**config.mk**
```make
export PLATFORM = sky130hd
export DESIGN_NAME = i_cache_axi_refill
export DESIGN_NICKNAME = d
export VERILOG_FILES = /design/src/rtl/i_cache_axi_refill_pkg.sv /design/src/rtl/i_cache_axi_refill.sv
export SDC_FILE = /design/constraint.sdc
export NUM_CORES = 1
export LEC_CHECK = 0
export ABC_CLOCK_PERIOD_IN_PS = 5900
export CORE_MARGIN = 5
export CORE_UTILIZATION = 40
export CTS_CLUSTER_SIZE = 25
export DETAILED_ROUTE_END_ITERATION = 12
export PLACE_DENSITY = 0.83
export SYNTH_ARGS = -nofsm -noshare
export SYNTH_HDL_FRONTEND = slang
export SYNTH_SLANG_ARGS = --single-unit
```
**constraint.sdc**
```tcl
create_clock -name clk -period 5.9 [get_ports clk]
set_clock_uncertainty 0.1 [all_clocks]
set_input_delay 1.18 -clock clk [delete_from_list [all_inputs] [get_ports clk]]
set_output_delay 1.18 -clock clk [all_outputs]
set_load 0.02 [all_outputs]
```
**src/rtl/i_cache_axi_refill_pkg.sv**
```systemverilog
// Shared encodings and AXI4 constants for the i-cache refill responder.
package i_cache_axi_refill_pkg;

  typedef enum logic [3:0] {
    StIdle = 4'b0001,
    StAr   = 4'b0010,
    StR    = 4'b0100,
    StResp = 4'b1000
  } refill_state_e;

  localparam logic [1:0]  BURST_INCR  = 2'b01;
  localparam logic [2:0]  SIZE_4B     = 3'b010;
  localparam logic [1:0]  RESP_OKAY   = 2'b00;
  localparam logic [1:0]  RESP_SLVERR = 2'b10;
  localparam logic [1:0]  RESP_DECERR = 2'b11;
  localparam logic [31:0] INSN_NOP    = 32'h0000_0013;

  function automatic logic resp_is_err(input logic [1:0] resp);
    return (resp == RESP_SLVERR) || (resp == RESP_DECERR);
  endfunction

endpackage

```
**src/rtl/i_cache_axi_refill.sv**
```systemverilog
// Single-beat AXI4 read responder for i-cache refills.
// Optional ICACHE_REFILL_RESP_ERR_EN adds cache_err and NOP substitution on SLVERR/DECERR.
module i_cache_axi_refill
  import i_cache_axi_refill_pkg::*;
#(
  parameter int unsigned AXI_ID_W   = 4,
  parameter int unsigned AXI_ID     = 0,
  parameter int unsigned AXI_ADDR_W = 64,
  parameter int unsigned AXI_DATA_W = 64
) (
  input  logic                  clk,
  input  logic                  rst,
  input  logic                  cache_read_ena,
  input  logic [63:0]           cache_addr,
  output logic [31:0]           cache_or_data,
  output logic                  cache_in_ok,
`ifdef ICACHE_REFILL_RESP_ERR_EN
  output logic                  cache_err,
`endif
  output logic                  axi_arvalid,
  input  logic                  axi_arready,
  output logic [AXI_ADDR_W-1:0] axi_araddr,
  output logic [AXI_ID_W-1:0]   axi_arid,
  output logic [7:0]            axi_arlen,
  output logic [2:0]            axi_arsize,
  output logic [1:0]            axi_arburst,
  input  logic                  axi_rvalid,
  output logic                  axi_rready,
  input  logic [AXI_DATA_W-1:0] axi_rdata,
  input  logic [1:0]            axi_rresp,
  input  logic                  axi_rlast,
  input  logic [AXI_ID_W-1:0]   axi_rid
);

  refill_state_e r_state;
  logic [63:0]   r_addr;
  logic          r_armed;
  logic          r_drop;
  logic          r_arvalid;
  logic          r_rready;
  logic          r_in_ok;
  logic [31:0]   r_data;

  logic          w_hit;
  logic          w_drop_nxt;
  logic [31:0]   w_lane;
  logic [31:0]   w_word;
  logic          w_unused;

  assign w_hit      = axi_rvalid & r_rready & axi_rlast & (axi_rid == AXI_ID_W'(AXI_ID));
  // A withdrawal sampled on the capture edge itself must also suppress the pulse.
  assign w_drop_nxt = r_drop | ~cache_read_ena;
  assign w_lane     = r_addr[2] ? axi_rdata[63:32] : axi_rdata[31:0];

`ifdef ICACHE_REFILL_RESP_ERR_EN
  logic r_err;
  logic w_err;

  assign w_err     = resp_is_err(axi_rresp);
  assign w_word    = w_err ? INSN_NOP : w_lane;
  assign cache_err = r_err;
  assign w_unused  = ^r_addr[1:0];
`else
  assign w_word   = w_lane;
  assign w_unused = ^{axi_rresp, r_addr[1:0]};
`endif

  always_ff @(posedge clk or posedge rst) begin
    if (rst) begin
      r_state   <= StIdle;
      r_addr    <= '0;
      r_armed   <= 1'b1;
      r_drop    <= 1'b0;
      r_arvalid <= 1'b0;
      r_rready  <= 1'b0;
      r_in_ok   <= 1'b0;
      r_data    <= '0;
`ifdef ICACHE_REFILL_RESP_ERR_EN
      r_err     <= 1'b0;
`endif
    end else begin
      if (r_state != StResp && !cache_read_ena) r_armed <= 1'b1;
      unique case (r_state)
        StIdle: begin
          if (cache_read_ena && r_armed) begin
            r_addr    <= cache_addr;
            r_drop    <= 1'b0;
            r_arvalid <= 1'b1;
            r_state   <= StAr;
          end
        end
        StAr: begin
          if (!cache_read_ena) r_drop <= 1'b1;
          if (axi_arready) begin
            r_arvalid <= 1'b0;
            r_rready  <= 1'b1;
            r_state   <= StR;
          end
        end
        StR: begin
          if (!cache_read_ena) r_drop <= 1'b1;
          if (w_hit) begin
            r_rready <= 1'b0;
            r_data   <= w_word;
            r_in_ok  <= ~w_drop_nxt;
`ifdef ICACHE_REFILL_RESP_ERR_EN
            r_err    <= w_err & ~w_drop_nxt;
`endif
            r_state  <= StResp;
          end
        end
        StResp: begin
          // Requires a low sample of the request before the next refill is accepted.
          r_armed <= 1'b0;
          r_in_ok <= 1'b0;
`ifdef ICACHE_REFILL_RESP_ERR_EN
          r_err   <= 1'b0;
`endif
          r_state <= StIdle;
        end
        default: r_state <= StIdle;
      endcase
    end
  end

  assign cache_or_data = r_data;
  assign cache_in_ok   = r_in_ok;
  assign axi_arvalid   = r_arvalid;
  assign axi_araddr    = AXI_ADDR_W'({r_addr[63:2], 2'b00});
  assign axi_arid      = AXI_ID_W'(AXI_ID);
  assign axi_arlen     = 8'd0;
  assign axi_arsize    = SIZE_4B;
  assign axi_arburst   = BURST_INCR;
  assign axi_rready    = r_rready;

endmodule

```
==> results of run 1 <==
==> cell type report <==
class | count | area [um2]
clock buffers | 10 | 239
clock inverters | 6 | 108
fillers | 874 | 4120
inverters | 5 | 21.3
multi-input cells | 174 | 1840
flip-flops and latches | 103 | 2580
well taps | 143 | 179
repair buffers | 234 | 2340
==> worst min-delay path, cell delays in order, from the launching register on <==
cell     delay (ns)
dfstp_2        0.37
inv_1          0.04
a21oi_1        0.06
==> worst min path at each step <==
| stage | startpoint | end | slack (ns) | cells past startpoint |
|---|---|---|---|---|
| 6_report | r_armed | r_armed | 0.38 | 2 |
| 2_1_floorplan | r_armed | r_armed | 0.34 | 2 |
| 4_1_cts | r_armed | r_armed | 0.39 | 2 |
| 3_5_place_dp | r_armed | r_armed | 0.38 | 2 |
| 3_3_place_gp | r_armed | r_armed | 0.36 | 2 |
| 5_1_grt | r_armed | r_armed | 0.40 | 2 |
==> state kept, by name, indices dropped and copies added (netlist names) <==
signal / cells
r_state: 4
axi_rready: 1
cache_in_ok: 1
cache_or_data: 32
r_armed: 1
r_drop: 1
axi_arvalid: 1
r_addr: 62
==> layer usage <==
metal	global-route usage, %	up-vias	share of wire [%]
met1	18.3	1568	37
met4	3.01	0	0.71
met3	5.53	6	8.2
met5	0	-	0
li1	-	1468	-
met2	31.2	138	54
==> cells in the final DEF, fill, tap and decap left out, types with 2 or more instances in the layout <==
cell type,n
mux2_2,93
nor3_1,2
mux2_1,5
a22o_1,2
bufinv_16,3
conb_1,19
a21oi_1,2
clkdlybuf4s50_1,232
inv_1,4
clkinv_2,2
dfrtp_1,101
buf_4,2
nand2_1,2
dfstp_2,2
a21bo_2,2
clkbuf_16,9
nor2b_1,2
mux2_4,28
==> per-stage QoR <==
| stage | utilization (%) | setup slack, ns |
|---|---|---|
| after floorplan | - | 1.92 |
| after global placement | 60.9 | 2.53 |
| after detailed placement | 60.9 | 2.47 |
| after CTS | 63.9 | 2.82 |
| after global routing | 63.9 | 2.75 |
| final | 63.9 | 2.85 |
==> power breakdown <==
group	internal [W]	leakage [nW]	switching, W
logic	0.000808	1.74	0.000662
clock network	0.000425	0.168	0.000251
registers	0.000954	1.28	0.000139
total	0.00219	3.19	0.00105
==> kinds of logic after synthesis <==
group | count (synthesis) | share of synthesized area [%]
flops | 103 | 55.6
xor+xnor | 2 | 0.378
buf+inv | 38 | 6.17
mux | 126 | 32.8
simple gates | 17 | 3.21
other cells | 2 | 0.162
compound gates | 10 | 1.64
==> results.yml, run 1 <==
die:
  boundaryPins: 256
  placeable_core_region_um2: 11400
  std_cell_rows: 39
  height_of_the_chip_um: 118
  initial_core_util_pct: 40.6
  chipWidth_um: 118
  fp.dieArea_um2: 13900
detailed_routing:
  routed_wire_length_per_instance_um: 17.5
  avgViaCountPerCell: 4.71
  drt_first_iter_violations: 106
  first_pass_iters: 4
  post_route_antenna_net_violation_count: 0
  wirelength_um: 11800
  vias: 3180
  drt_drc_violations_left: 0
clock_tree:
  cts_hold_buffers: 0
  root_buffer: "clkbuf_16"
  cts_buffers: 9
  clk_pin_slew_ns: 0.06
  clock_insertion_delay_worst_skew_ns: 0.33
  cts-resized-gates: 0
  cts_num_sinks: 103
  buffers_inserted_during_post_cts_setup_optimization: 0
  tritoncts_clock_tree: "done"
  htree_num_levels: 3
  clk_path_buf_depth: 2
placement:
  buffer_ports.inserted: 232
  place.gp.congestion: 0.756
  detailedPlacementHpwl_um: 9090
  dp_cells: 659
  placed_area_um2: 6960
logic_synthesis:
  synth_area_leaders: "dfrtp_1 (54%), mux2_2 (23%), mux2_4 (9.1%)"
  synth_async_sr_flop_share_pct: 100
  ys_ff_latch: 103
  yosysUniqueCellTypes: 34
  synth_area_per_cell_um2: 15.6
  yosysTopAreaCell: "dfrtp_1"
  cell_with_the_most_instances_after_synthesis: "dfrtp_1"
  yosysWarningCount: 0
  postSynthCellCount: 298
  synth.cells.most_frequent: "dfrtp_1 (101), mux2_2 (93), mux2_4 (28), buf_4 (20), buf_6 (9)"
  seq_area_frac_synth_pct: 55.6
  mappedNetlistArea_um2: 4640
  synth_edf_count: 0
  yosys_most_used_dff: "dfrtp_1"
  yosys.area.top_type_share_pct: 54.5
setup_path:
  setup.reg_to_reg.worst_slack_ns: 3.71
  critPathLaunch: "axi_rid[1]"
  path_delay_family: "simple AND/OR/NAND/NOR gates"
  critical_path.endpoint: "cache_or_data[31]"
  worst_ep_required_time_ns: 6.01
  worstPathArrival_ns: 3.16
  crit-reg2reg-capture: "cache_or_data[31]"
  critical_path.max_fanout: 34
  timing.setup.critical_path_class: "input pin to register"
  end_kind: "register"
  critical-path-max-stage-delay_ns: 0.57
  cp_slowest_cell: "nand3_4"
  timing.critical_path.cells: "clkdlybuf4s50_1 -> nor4_4 -> nand3_4 -> mux2_4"
  timing.critical_path.from_type: "input pin"
  worst_r2r_path_depth: 3
  critical_path_cell_count: 4
  critical_path.reg2reg.startpoint: "r_state[1]"
  cp.buffers_inverters: 1
sta:
  final.hold.worst_slack_ns: 0.380
  setup_repair_after_global_routing_missed_its_margin: "false"
  final_period_minus_worst_setup_slack_ns: 3.05
  layout_worst_path_cycle_share_pct: 51.7
  max_slew_violations: 0
  sum_neg_setup_slack_ns: 0
  finalSetupViolations: 0
  max_freq_mhz: 328
  relSlewSlack_pct: 42.6
  timing_worst_slew_pin_value_ns: 0.862
  final_count_of_hold_timing_violations: 0
global_route:
  largest_net_degree_at_the_start_of_global_routing: 64
  gr-total-overflow: 0
  grt.total_usage_pct: 16.6
  vias_in_the_first_global_route: 3549
  grt_antenna_before_repair: 0
  grt_pass1_wl_um: 19000
power:
  power.static_leakage_nw: 3.19
  power.density_nw_per_um2: 443
  total_power_w: 0.00324
  ir_drop_mv: 0.332
final_layout:
  stdcell_area_um2: 7300
  areaGrowthSynthToFinish_pct: 57.3
  drive_gt1_share_pct: 28.0
  fin_nets: 667
  num_antenna_cells: 0
  finish.cell_count_without_fillers: 675
run:
  max_cap_violations: 0
run_status:
  status: "completed"
min_path:
  hold_path.class: "register to register"
No activity file was read; power rests on OpenSTA's default activity.
==> run 2, diff against run 1 <==
ABC_CLOCK_PERIOD_IN_PS = 3100   (was 5900)
CORE_UTILIZATION = 39   (was 40)
PLACE_DENSITY = 0.81   (was 0.83)
clock period = 3.1 ns   (was 5.9 ns; I/O delays follow)
==> run 2 against run 1 <==
Total power is 88% higher. Combinational power up 93%. Setup slack got worse by 2.0 ns. Clock-buffer cell count rose by 1. Cell area up 0.24%. Global-route usage about the same. Core utilization down 0.66 points. Critical endpoint is now cache_or_data[0]. Largest cell class unchanged. Largest power group unchanged.
==> results.yml, run 2 (synthesis gave the netlist of run 1 again) <==
setup_path:
  crit-reg2reg-capture: "cache_or_data[0]"
  worstPathArrival_ns: 2.40
  worst_ep_required_time_ns: 3.21
  timing.critical_path.from_type: "input pin"
  end_kind: "register"
  timing.setup.critical_path_class: "input pin to register"
  worst_r2r_path_depth: 4
  critical_path.max_fanout: 21
  critical_path.reg2reg.startpoint: "r_state[2]"
  setup.reg_to_reg.worst_slack_ns: 1.08
clock_tree:
  buffers_inserted_during_post_cts_setup_optimization: 0
  cts_hold_buffers: 0
  cts-resized-gates: 0
  clk_pin_slew_ns: 0.07
  tritoncts_clock_tree: "done"
  clk_path_buf_depth: 2
  cts_buffers: 9
  cts_num_sinks: 103
  htree_num_levels: 3
  root_buffer: "clkbuf_16"
  clock_insertion_delay_worst_skew_ns: 0.33
detailed_routing:
  first_pass_iters: 4
  drt_drc_violations_left: 0
  post_route_antenna_net_violation_count: 0
  drt_first_iter_violations: 120
  vias: 3205
  routed_wire_length_per_instance_um: 17.8
  wirelength_um: 12100
  avgViaCountPerCell: 4.72
final_layout:
  fin_nets: 671
  num_antenna_cells: 0
  flip_flop_count_of_the_largest_register_after_layout: 62
  final_core_utilization_pct: 63.3
  drive_gt1_share_pct: 28.4
  n_fill_cell: 904
  regMostFlops: "r_addr"
  most_frequent_cells_in_the_layout: "clkdlybuf4s50_1 (232), dfrtp_1 (101), mux2_2 (93)"
  layout_commonest_cell: "clkdlybuf4s50_1"
  stdcell_area_um2: 7320
  areaGrowthSynthToFinish_pct: 57.7
global_route:
  vias_in_the_first_global_route: 3555
  grt_antenna_before_repair: 0
  largest_net_degree_at_the_start_of_global_routing: 54
  gr-total-overflow: 0
  grt.total_usage_pct: 16.6
  grt_pass1_wl_um: 19200
run:
  max_cap_violations: 0
sta:
  finalWorstSetupSlack_ns: 0.808
  final_period_minus_worst_setup_slack_ns: 2.29
  sum_neg_setup_slack_ns: 0
  final_count_of_hold_timing_violations: 0
  setup_repair_after_global_routing_missed_its_margin: "false"
  max_slew_violations: 0
  max_freq_mhz: 436
  relSlewSlack_pct: 55.4
  timing_worst_slew_pin_value_ns: 0.669
  finalSetupViolations: 0
  layout_worst_path_cycle_share_pct: 73.9
die:
  fp.dieArea_um2: 14200
  placeable_core_region_um2: 11600
  std_cell_rows: 39
  boundaryPins: 256
  initial_core_util_pct: 40.1
  chipWidth_um: 119
  height_of_the_chip_um: 119
power:
  power.static_leakage_nw: 3.19
  power.density_nw_per_um2: 829
  ir_drop_mv: 0.515
  total_power_w: 0.00607
placement:
  placed_area_um2: 7010
  buffer_ports.inserted: 232
  detailedPlacementHpwl_um: 9500
  place.gp.congestion: 0.788
  placement.setup.worst_slack_ns: 0.443
run_status:
  status: "completed"
min_path:
  timing.hold.worst.start: "r_armed"
  timing.hold.worst_path_depth: 2
  timing.hold.worst_endpoint: "r_armed"
  hold_path.class: "register to register"
[run 2: changes by cell type in the layout (fill, tap and decap cells not counted)]
cell        delta
inv_8          +1
buf_4          +2
inv_4          -1
clkbuf_1       +1
clkinv_2       -2
clkinvlp_4     +2
inv_6          +1
buf_12         +2
bufinv_16      -2
[run 2: worst max-delay path: stages]
cell and delay (ns):
clkdlybuf4s50_1 0.44, nor4_4 0.43, nand3_4 0.31, buf_12 0.28
mux2_4 0.31
[run 2: worst max path at each step]
stage          startpoint                 to  slack, ns  cells after the start
2_1_floorplan         rst        axi_arvalid       1.15                      1
3_3_place_gp   axi_rid[1]  cache_or_data[30]       0.49                      5
3_5_place_dp   axi_rid[1]  cache_or_data[19]       0.44                      5
4_1_cts        axi_rid[1]  cache_or_data[19]       0.78                      5
5_1_grt        axi_rid[1]  cache_or_data[19]       0.75                      5
6_report       axi_rid[1]   cache_or_data[0]       0.81                      5
[run 2: area by class of cell]
type	instances	area, um2	share of cell area (%)
clock buffers	11	243	3.32
well taps	143	179	2.44
clock inverters	5	65.1	0.889
multi-input cells	174	1840	25.1
inverters	5	22.5	0.308
repair buffers	238	2390	32.7
flip-flops and latches	103	2580	35.2
[run 2: metal layers]
layer	vias to the layer above	track usage (%)	part of all wire, %	wire (um)
li1	1479	-	-	-
met1	1576	19.3	38	4610
met2	138	29.7	52	6260
met3	12	6.21	8.9	1080
met4	0	2.75	0.97	117
met5	-	0	0	0
[run 2: power breakdown]
part           switching (W)  internal [W]
clock               0.000501      0.000658
combinational        0.00127       0.00156
sequential          0.000272       0.00181
total                0.00204       0.00403
[run 2: per-stage QoR]
stage	hold WS [ns]	std cells
floorplan	0.343	315
global placement	0.358	663
CTS	0.373	679
finish	0.371	679
detailed placement	0.362	663
global route	0.395	679
==> run 3, diff against run 2 <==
ABC_CLOCK_PERIOD_IN_PS = 2190   (was 3100)
clock period = 2.19 ns   (was 3.1 ns; I/O delays follow)
==> run 3 against run 2 <==
Non-clock buffer count increased by 4. Sequential share of layout area is 0.11 points lower. Clock power grew 26%. Core utilization increased by 0.21 points. Combinational power up 43%. Sequential power grew 42%. Clock-buffer cell count did not move. Critical path type is now register to primary output. Highest routed layer unchanged.
==> results.yml, run 3 (synthesis gave the netlist of run 1 again) <==
run_status:
  status: "completed"
final_layout:
  most_frequent_cells_in_the_layout: "clkdlybuf4s50_1 (232), dfrtp_1 (101), mux2_2 (93)"
  layout_commonest_cell: "clkdlybuf4s50_1"
  flip_flop_count_of_the_largest_register_after_layout: 62
  fin_nets: 675
  areaGrowthSynthToFinish_pct: 58.2
  n_fill_cell: 906
  drive_gt1_share_pct: 28.8
  regMostFlops: "r_addr"
  stdcell_area_um2: 7340
power:
  power.clock.fraction_pct: 17.2
  power.static_leakage_nw: 3.20
  comb_power_share_pct: 47.8
  total_power_w: 0.00846
  power.density_nw_per_um2: 1150
  netSwitchingFraction_pct: 33.6
  power.sequential.fraction_pct: 35.0
  cell_internal_pwr_w: 0.00562
  netSwitchingPower_w: 0.00284
  ir_drop_mv: 0.746
setup_path:
  path_delay_family: "buffers and inverters"
  worst_r2r_path_depth: 4
  critical_path.reg2reg.startpoint: "r_state[0]"
  critical_path.endpoint: "cache_or_data[20]"
  crit-reg2reg-capture: "r_addr[10]"
  end_kind: "primary output"
  cp.buffers_inverters: 1
  setup.reg_to_reg.worst_slack_ns: 0.39
  critical-path-max-stage-delay_ns: 0.62
  critPathLaunch: "cache_or_data[20]"
  timing.setup.critical_path_class: "register to primary output"
  worstPathArrival_ns: 1.33
  timing.critical_path.cells: "clkdlybuf4s50_1"
  timing.critical_path.from_type: "register"
  cp_slowest_cell: "clkdlybuf4s50_1"
  worst_ep_required_time_ns: 1.65
  critical_path_cell_count: 1
  critical_path.max_fanout: 2
sta:
  max_freq_mhz: 534
  finalWorstSetupSlack_ns: 0.318
  finalSetupViolations: 0
  final_period_minus_worst_setup_slack_ns: 1.87
  setup_repair_after_global_routing_missed_its_margin: "false"
  final_count_of_hold_timing_violations: 0
  sum_neg_setup_slack_ns: 0
  max_slew_violations: 0
  final.hold.worst_slack_ns: 0.372
  layout_worst_path_cycle_share_pct: 85.5
detailed_routing:
  drt_drc_violations_left: 0
  routed_wire_length_per_instance_um: 17.5
  first_pass_iters: 4
  post_route_antenna_net_violation_count: 0
  avgViaCountPerCell: 4.69
  drt_first_iter_violations: 120
  wirelength_um: 12000
  vias: 3203
placement:
  placed_area_um2: 7070
  placement.setup.worst_slack_ns: 0.0347
  place.gp.congestion: 0.795
  detailedPlacementHpwl_um: 9480
  buffer_ports.inserted: 232
global_route:
  grt_pass1_wl_um: 18800
  gr-total-overflow: 0
  met1_track_demand_over_resource_pct: 18.7
  largest_net_degree_at_the_start_of_global_routing: 83
  grt.total_usage_pct: 16.4
  gr-max-usage-layer: "met2"
  gr-usage-met3_pct: 5.59
  grt.met2_usage_pct: 29.6
  grt_antenna_before_repair: 1
  vias_in_the_first_global_route: 3562
clock_tree:
  root_buffer: "clkbuf_16"
  clock_insertion_delay_worst_skew_ns: 0.33
  buffers_inserted_during_post_cts_setup_optimization: 0
  htree_num_levels: 3
  clk_pin_slew_ns: 0.07
  cts_buffers: 9
  clk_path_buf_depth: 2
  cts_hold_buffers: 0
  cts_num_sinks: 103
  cts-resized-gates: 0
  tritoncts_clock_tree: "done"
die:
  height_of_the_chip_um: 119
  chipWidth_um: 119
  initial_core_util_pct: 40.1
  placeable_core_region_um2: 11600
  boundaryPins: 256
  fp.dieArea_um2: 14200
  std_cell_rows: 39
run:
  max_cap_violations: 0
min_path:
  hold_path.class: "register to register"
run 3: how the worst min path moves through the flow:
stage / endpoint / depth (start not counted) / slack, ns / start
after detailed placement: r_armed / 2 / 0.36 / r_armed
final: r_armed / 2 / 0.37 / r_armed
after global routing: r_armed / 2 / 0.39 / r_armed
after CTS: r_armed / 2 / 0.37 / r_armed
after global placement: r_armed / 2 / 0.36 / r_armed
after floorplan: r_armed / 2 / 0.34 / r_armed
run 3: routing by layer:
metal / share of wire, % / wire length (um)
met1: 37 / 4480
met2: 53 / 6360
met5: 0 / 0
met4: 0.64 / 77
met3: 8.8 / 1060
run 3: layout make-up:
type / count / area [um2] / area share [%]
multi-input combinational: 174 / 1840 / 25.0
sequential: 103 / 2580 / 35.1
antenna: 1 / 2.50 / 0.0341
clock buffer: 11 / 243 / 3.31
inverter: 5 / 22.5 / 0.307
clock inverter: 4 / 31.3 / 0.426
timing repair buffer: 242 / 2450 / 33.3
tap: 143 / 179 / 2.44
run 3: power by group through the flow:
stage	Sequential, W	Combinational (W)	Clock, W
finish	0.00296	0.00404	0.00146
global route	0.00305	0.00427	0.00160
global placement	0.00294	0.00401	0
detailed placement	0.00300	0.00409	0
CTS	0.00297	0.00411	0.00151
floorplan	0.00371	0.00150	0
run 3: per-stage QoR:
stage | utilization, % | std cells
after floorplan | - | 315
after global placement | 61.1 | 667
after detailed placement | 61.1 | 667
after CTS | 63.5 | 682
after global routing | 63.5 | 683
final | 63.5 | 683
